<file path="src/rtl/link_writer.sv">
// link_writer: appends pages to the tail of the link-table list in page RAM.
// Optional LINK_TERMINATE_EN also writes a null next-pointer into the new page.
module link_writer #(
    parameter int ADDR_WIDTH        = 16,
    parameter int ADDR_PAGE_NUM_LOG = 12,
    parameter int DATA_WIDTH        = 8,
    parameter int PAGE_SIZE_LOG     = 4
) (
    input  logic                         i_clk,
    input  logic                         i_rst,
    input  logic                         i_append_req,
    input  logic [ADDR_PAGE_NUM_LOG-1:0] i_append_page,
    output logic                         o_append_ready,
    output logic                         o_append_done,
    input  logic                         i_pop_req,
    input  logic [ADDR_PAGE_NUM_LOG-1:0] i_pop_next_page,
    output logic                         o_ram_write_req,
    input  logic                         i_ram_write_ready,
    output logic [ADDR_WIDTH-1:0]        o_ram_write_addr,
    output logic [DATA_WIDTH-1:0]        o_ram_write_data,
    output logic                         o_table_write_req,
    output logic [ADDR_PAGE_NUM_LOG-1:0] o_table_write_addr,
    output logic [ADDR_PAGE_NUM_LOG-1:0] o_head_page,
    output logic [ADDR_PAGE_NUM_LOG-1:0] o_tail_page,
    output logic [ADDR_PAGE_NUM_LOG:0]   o_page_count,
    output logic                         o_table_empty
);

    localparam int PN = ADDR_PAGE_NUM_LOG;
    localparam int CW = ADDR_PAGE_NUM_LOG + 1;
    localparam int PW = 2 * DATA_WIDTH;
    localparam logic [CW-1:0] L_FULL = {1'b1, {PN{1'b0}}};
    localparam logic [CW-1:0] L_ONE  = CW'(1);

    typedef enum logic [2:0] {
        S_IDLE,
        S_WR_LO,
        S_WR_HI,
        S_TERM_LO,
        S_TERM_HI,
        S_COMMIT
    } state_t;

    state_t          r_state;
    state_t          w_state_nxt;
    logic [PN-1:0]   r_page;
    logic [PN-1:0]   r_head;
    logic [PN-1:0]   r_tail;
    logic [CW-1:0]   r_count;
    logic            r_empty;
    logic            r_ready;

    logic            w_accept;
    logic            w_commit;
    logic            w_pop;
    logic            w_list_empty;
    logic            w_wr_req;
    logic [CW-1:0]   w_count_nxt;
    logic [PN-1:0]   w_head_nxt;
    logic [PW-1:0]   w_ptr;
    logic [ADDR_WIDTH-1:0] w_tail_base;

    assign w_list_empty = (r_count == '0);
    assign w_accept     = (r_state == S_IDLE) && i_append_req && r_ready;
    assign w_commit     = (r_state == S_COMMIT);
    assign w_pop        = i_pop_req && !w_list_empty;
    assign w_ptr        = PW'(r_page);
    assign w_tail_base  = ADDR_WIDTH'({r_tail, {PAGE_SIZE_LOG{1'b0}}});

`ifdef LINK_TERMINATE_EN
    logic [ADDR_WIDTH-1:0] w_page_base;
    assign w_page_base = ADDR_WIDTH'({r_page, {PAGE_SIZE_LOG{1'b0}}});
`endif

    always_ff @(posedge i_clk) begin
        if (i_rst) begin
            r_state <= S_IDLE;
        end else begin
            r_state <= w_state_nxt;
        end
    end

    always_comb begin
        w_state_nxt = r_state;
        unique case (r_state)
            S_IDLE: begin
                if (w_accept) begin
`ifdef LINK_TERMINATE_EN
                    w_state_nxt = w_list_empty ? S_TERM_LO : S_WR_LO;
`else
                    w_state_nxt = w_list_empty ? S_COMMIT : S_WR_LO;
`endif
                end
            end
            S_WR_LO: begin
                if (i_ram_write_ready) w_state_nxt = S_WR_HI;
            end
            S_WR_HI: begin
                if (i_ram_write_ready) begin
`ifdef LINK_TERMINATE_EN
                    w_state_nxt = S_TERM_LO;
`else
                    w_state_nxt = S_COMMIT;
`endif
                end
            end
`ifdef LINK_TERMINATE_EN
            S_TERM_LO: begin
                if (i_ram_write_ready) w_state_nxt = S_TERM_HI;
            end
            S_TERM_HI: begin
                if (i_ram_write_ready) w_state_nxt = S_COMMIT;
            end
`endif
            S_COMMIT: w_state_nxt = S_IDLE;
            default:  w_state_nxt = S_IDLE;
        endcase
    end

    always_comb begin
        w_wr_req           = 1'b0;
        o_ram_write_addr   = '0;
        o_ram_write_data   = '0;
        o_table_write_req  = 1'b0;
        o_table_write_addr = '0;
        o_append_done      = 1'b0;
        unique case (r_state)
            S_WR_LO: begin
                w_wr_req         = 1'b1;
                o_ram_write_addr = w_tail_base;
                o_ram_write_data = w_ptr[DATA_WIDTH-1:0];
            end
            S_WR_HI: begin
                w_wr_req         = 1'b1;
                o_ram_write_addr = w_tail_base + ADDR_WIDTH'(1);
                o_ram_write_data = w_ptr[PW-1:DATA_WIDTH];
            end
`ifdef LINK_TERMINATE_EN
            S_TERM_LO: begin
                w_wr_req         = 1'b1;
                o_ram_write_addr = w_page_base;
                o_ram_write_data = '1;
            end
            S_TERM_HI: begin
                w_wr_req         = 1'b1;
                o_ram_write_addr = w_page_base + ADDR_WIDTH'(1);
                o_ram_write_data = '1;
            end
`endif
            S_COMMIT: begin
                o_table_write_req  = 1'b1;
                o_table_write_addr = r_page;
                o_append_done      = 1'b1;
            end
            default: ;
        endcase
    end

    // Reset kills the strobe in the same cycle so no partial link write lands.
    assign o_ram_write_req = w_wr_req && !i_rst;

    always_comb begin
        w_count_nxt = r_count;
        unique case ({w_commit, w_pop})
            2'b10:   w_count_nxt = r_count + L_ONE;
            2'b01:   w_count_nxt = r_count - L_ONE;
            default: w_count_nxt = r_count;
        endcase
    end

    // A pop that empties the list leaves head stale; a coincident commit
    // replaces the popped page with the appended one.
    always_comb begin
        w_head_nxt = r_head;
        if (w_commit) begin
            if (w_list_empty || (w_pop && r_count == L_ONE)) begin
                w_head_nxt = r_page;
            end else if (w_pop) begin
                w_head_nxt = i_pop_next_page;
            end
        end else if (w_pop && r_count != L_ONE) begin
            w_head_nxt = i_pop_next_page;
        end
    end

    always_ff @(posedge i_clk) begin
        if (i_rst) begin
            r_page  <= '0;
            r_head  <= '0;
            r_tail  <= '0;
            r_count <= '0;
            r_empty <= 1'b1;
            r_ready <= 1'b1;
        end else begin
            if (w_accept) r_page <= i_append_page;
            if (w_commit) r_tail <= r_page;
            r_head  <= w_head_nxt;
            r_count <= w_count_nxt;
            r_empty <= (w_count_nxt == '0);
            r_ready <= (w_state_nxt == S_IDLE) && (w_count_nxt != L_FULL);
        end
    end

    assign o_append_ready = r_ready;
    assign o_head_page    = r_head;
    assign o_tail_page    = r_tail;
    assign o_page_count   = r_count;
    assign o_table_empty  = r_empty;

endmodule

</file>
<file path="config.mk">
export PLATFORM = sky130hd
export DESIGN_NAME = link_writer
export DESIGN_NICKNAME = d
export VERILOG_FILES = /design/src/rtl/link_writer.sv
export SDC_FILE = /design/constraint.sdc
export NUM_CORES = 1
export LEC_CHECK = 0
export ABC_AREA = 1
export BUFFER_PORTS_ARGS = -buffer_cell sky130_fd_sc_hd__buf_2
export CAP_MARGIN = 20
export CORE_MARGIN = 4
export CORE_UTILIZATION = 55
export CTS_CLUSTER_SIZE = 30
export DETAILED_ROUTE_END_ITERATION = 12
export GPL_ROUTABILITY_DRIVEN = 0
export PLACE_DENSITY = 0.91
export SYNTH_ARGS = -nofsm -noshare
export SYNTH_HDL_FRONTEND = slang
export SYNTH_SLANG_ARGS = --single-unit
</file>
<file path="constraint.sdc">
create_clock -name i_clk -period 5.1 [get_ports i_clk]
set_input_delay 0.255 -clock i_clk [delete_from_list [all_inputs] [get_ports i_clk]]
set_output_delay 0.255 -clock i_clk [all_outputs]
set_load 0.005 [all_outputs]
</file>
==> flow_results.org <==
** Run status
- The run finished with clean final reports.

** STA
- The worst pin sits at a relative slew slack of roughly 46%.
- Post-layout min period :: about 3.4 ns
- Final period utilization :: 67.4%
- Max Transition Viols Final :: 0
- Derived from the worst setup path, the maximum achievable clock frequency is approximately 0.29 GHz.
- Summed over all failing endpoints, the final setup total negative slack is 0 ns.
- The final count of hold timing violations was 0.
- Final setup vio count :: 0
- Pin slew with the least headroom to its limit :: roughly 0.8 ns
- Clock Skew :: roughly 0.010 ns
- RSZ-0062 raised after global routing :: false

** Placement
- Port buffering added between 100 and 150 buffers.
- After detailed placement, the design holds a cell count of slightly below 700.
- Detail Placement HPWL :: roughly 6400 µm
- Instance area after placement :: approximately 3600 µm²

** Logic synthesis
- Yosys instantiated no cell more often than sky130_fd_sc_hd__nand2_1.
- EDFF count, synth :: 0
- After synthesis, the largest area contributor takes up 34.1% of total cell area.
- Post-Synth Adder-Cell Area :: under 10%
- Ranking of synthesized cells by instance count :: 147 x sky130_fd_sc_hd__nand2_1, 92 x sky130_fd_sc_hd__nor2_1, 78 x sky130_fd_sc_hd__inv_1
- After synthesis, the largest family of logic cells by area is simple AND/OR/NAND/NOR gates.
- Main area contributors after synthesis :: sky130_fd_sc_hd__dfxtp_1 34%, sky130_fd_sc_hd__nand2_1 17%, sky130_fd_sc_hd__nor2_1 11%, sky130_fd_sc_hd__inv_1 9.2%, sky130_fd_sc_hd__o21ai_0 5.1%
- Basic-gate share of the synthesized area counting and, or, nand and nor cells :: a little under two fifths
- Post-synth top flop :: sky130_fd_sc_hd__dfxtp_1
- Synthesis handed over a netlist of 530 instances.
- The synthesized design spends more area on one cell type than any other, namely sky130_fd_sc_hd__dfxtp_1.
- The cell area that synthesis handed to floorplanning was between 3000 and 4000 µm².
- During synthesis, Yosys emitted a total of 0 warnings.
- For this run, the register share of the synthesized area comes to 34.1%.
- Number of storage elements in the synthesis netlist :: 54
- After synthesis, the netlist uses 29 different library cells.
- Average cell area after synthesis :: between 5 and 6 µm²
- Xor/xnor cell area share of the yosys netlist :: 0%
- The synthesized netlist devotes 11.8% of its cell area to compound gates.
- Fraction of synthesized area in multiplexers :: 0%
- Async set-reset flop share out of synthesis :: 0%

** Global route
- Largest net degree at the start of global routing :: 29
- The first global-routing pass estimated roughly 15000 µm of wire.
- The number of global-route vias before repair is between 3000 and 4000.
- The initial antenna violation count came to 0.
- GRT overflow :: 0
- Gr usage total :: between 20% and 30%

** Clock tree
- The H-tree generated during clock tree synthesis spans 2 levels.
- TritonCTS built the clock tree.
- Post-CTS Setup Bufs :: 0
- CTS root buffer :: sky130_fd_sc_hd__clkbuf_8
- Post-CTS repair changed the size of 0 cells.
- Num CTS Buffers :: 5
- The number of hold buffers added after CTS was 0.
- Clock latency on the worst-skew pair, taken at its later pin, is ~0.31 ns.
- No sink is reached through more buffers than the 2 on the longest clock path.
- CTS Sinks :: 54
- Clock-pin slew on the worst setup and hold paths :: around 0.09 ns

** Detailed routing
- Summing over every cut layer, the via total after detailed routing is 3530.
- DRC Markers :: 0
- Average wire per cell in the routed design :: 12.9 µm
- The first TritonRoute pass finished after 5 iterations.
- Routed Wire Length :: ~8900 µm
- DR iter-0 viols :: around 330
- Mean number of vias per cell :: ~5
- Final antenna-violating net count :: 0

** Floorplanning
- Initial Utilization :: 57.2%
- Chip height :: about 84 µm
- The die covers 7040 µm².
- Core region area :: ~5500 µm²
- Number of I/O pins :: 107
- DIE WIDTH :: ~84 µm
- Number of standard-cell rows in the floorplan :: 27

** Pwr
- Share of total power in combinational logic :: a little under three fifths
- In this run the power spent charging and discharging nets is around 1.0 mW.
- Internal Dissipation :: 1.04 mW
- IR analysis of the VDD net gives a maximum drop of around 0.00024 V.
- Of the total power, the share spent switching nets is approximately 49%.
- Part of the power in registers :: 32.4%
- Power comes to about 2 mW.
- Leak Pwr :: between 1.5 and 2 nW
- In this run the power density over the cells is about 550 nW/µm².
- Share of total power in the clock network :: 12.6%

** Cells and area
- After the last flow step, the layout net total stands at 651.
- The number of antenna diodes in the final layout is 0.
- Fill cells in the final layout number between 500 and 600.
- Area added between synthesis and finish :: 18.4%
- Share of cells above drive strength 1 :: between 15 and 20%
- Once layout is complete, the utilization of the core stands at between 60% and 70%.
- Final cell area excluding filler cells :: approximately 3700 µm²
- For this run, the number of standard cells in the final layout without fillers is a little under 700.

** Setup path
- Data on the critical path arrives at its endpoint at around 3.6 ns.
- Worst flop-to-flop path startpoint :: r_state[0]
- Required time of the critical path :: 5.28 ns
- The worst setup path is launched from a register.
- Worst Path Max Fanout :: 26
- CP Capture Type :: register
- In this run the worst setup path begins at r_state[0].
- Crit Path Category :: register to register

** Min path
- Path class of the lowest-slack min-delay path :: input port to register
- Startpoint of the tightest hold check path :: i_ram_write_ready

** Job
- Count of max-cap constraint violations :: 0
## sequential cells by signal (all words and copies together) (netlist names)
signal,count
o_tail_page,12
r_state,3
o_append_ready,1
o_page_count,13
o_table_empty,1
o_head_page,12
r_page,12
## area by class of cell
type                    instances  area, µm²  share of cell area (%)
flip-flops and latches         54       1080                    28.8
repair buffers                103        515                    13.7
multi-input cells             370       1660                    44.1
inverters                      82        308                    8.21
clock inverters                 2       17.5                   0.467
well taps                      72       90.1                    2.40
clock buffers                   6       82.6                    2.20
## critical path, stage by stage (launching register included)
cell,delay [ns]
sky130_fd_sc_hd__dfxtp_1,0.37
sky130_fd_sc_hd__inv_1,0.07
sky130_fd_sc_hd__nor3_2,0.35
sky130_fd_sc_hd__clkinv_1,0.61
sky130_fd_sc_hd__ha_1,0.67
sky130_fd_sc_hd__inv_1,0.18
sky130_fd_sc_hd__nand2_1,0.08
sky130_fd_sc_hd__a21boi_0,0.25
sky130_fd_sc_hd__nand2_1,0.09
sky130_fd_sc_hd__a21oi_1,0.12
sky130_fd_sc_hd__nand2_1,0.06
sky130_fd_sc_hd__nor2_1,0.12
sky130_fd_sc_hd__nand3_1,0.11
sky130_fd_sc_hd__nor2_1,0.10
sky130_fd_sc_hd__nand2_1,0.05
sky130_fd_sc_hd__nand2_1,0.05
sky130_fd_sc_hd__nand2_1,0.04
## logic make-up (layout without fill, tap and decap cells)
group | Yosys count | in the layout
adders and majority gates | 6 | 6
and+or+nand+nor | 289 | 289
other | 1 | 3
AOI/OAI and AO/OA | 72 | 72
buffers and inverters | 108 | 193
DFF | 54 | 54
## placed cells by master (no fill, tap or decap), drive strengths merged
cell type / netlist / layout
nand2: 150 / 150
buf: 12 / 103
nor2: 95 / 95
inv: 79 / 79
dfxtp: 54 / 54
o21ai: 36 / 36
nand3: 31 / 31
a21oi: 28 / 28
nand4: 8 / 8
ha: 6 / 6
clkbuf: 14 / 6
clkinv: 3 / 5
o22ai: 4 / 4
conb: 1 / 3
nor3: 3 / 3
a211oi: 2 / 2
or2: 1 / 1
a21boi: 1 / 1
o31ai: 1 / 1
nand3b: 1 / 1
## power by group through the flow
stage / logic (mW) / registers [mW] / clock network [mW]
final: 1.13 / 0.665 / 0.258
after detailed placement: 1.10 / 0.669 / 0
after CTS: 1.11 / 0.660 / 0.260
after global placement: 1.07 / 0.665 / 0
after floorplan: 0.839 / 0.649 / 0
after global routing: 1.29 / 0.686 / 0.277
## path summary, 6_finish.rpt
check | to | slack (ns) | cells past startpoint
setup / recovery | o_append_ready | 1.66 | 16
hold / removal | r_state[1] | 0.19 | 2
setup reg to reg | o_append_ready | 1.66 | 16
hold reg to reg | o_head_page[5] | 0.48 | 2
## per-layer routing
metal,vias up,wire length [µm],global-route usage (%)
met4,0,131,7.75
li1,1802,-,-
met2,179,4050,40.0
met5,-,0,0
met1,1530,3910,33.2
met3,19,766,5.92
## metrics by stage
stage | worst slack, ns | hold slack (ns)
3_3_place_gp | 1.89 | 0.460
3_5_place_dp | 1.72 | 0.467
5_1_grt | 1.29 | 0.190
6_report | 1.66 | 0.187
4_1_cts | 1.68 | 0.173
2_1_floorplan | 2.51 | 0.354
Power figures use the tool's default switching activity.
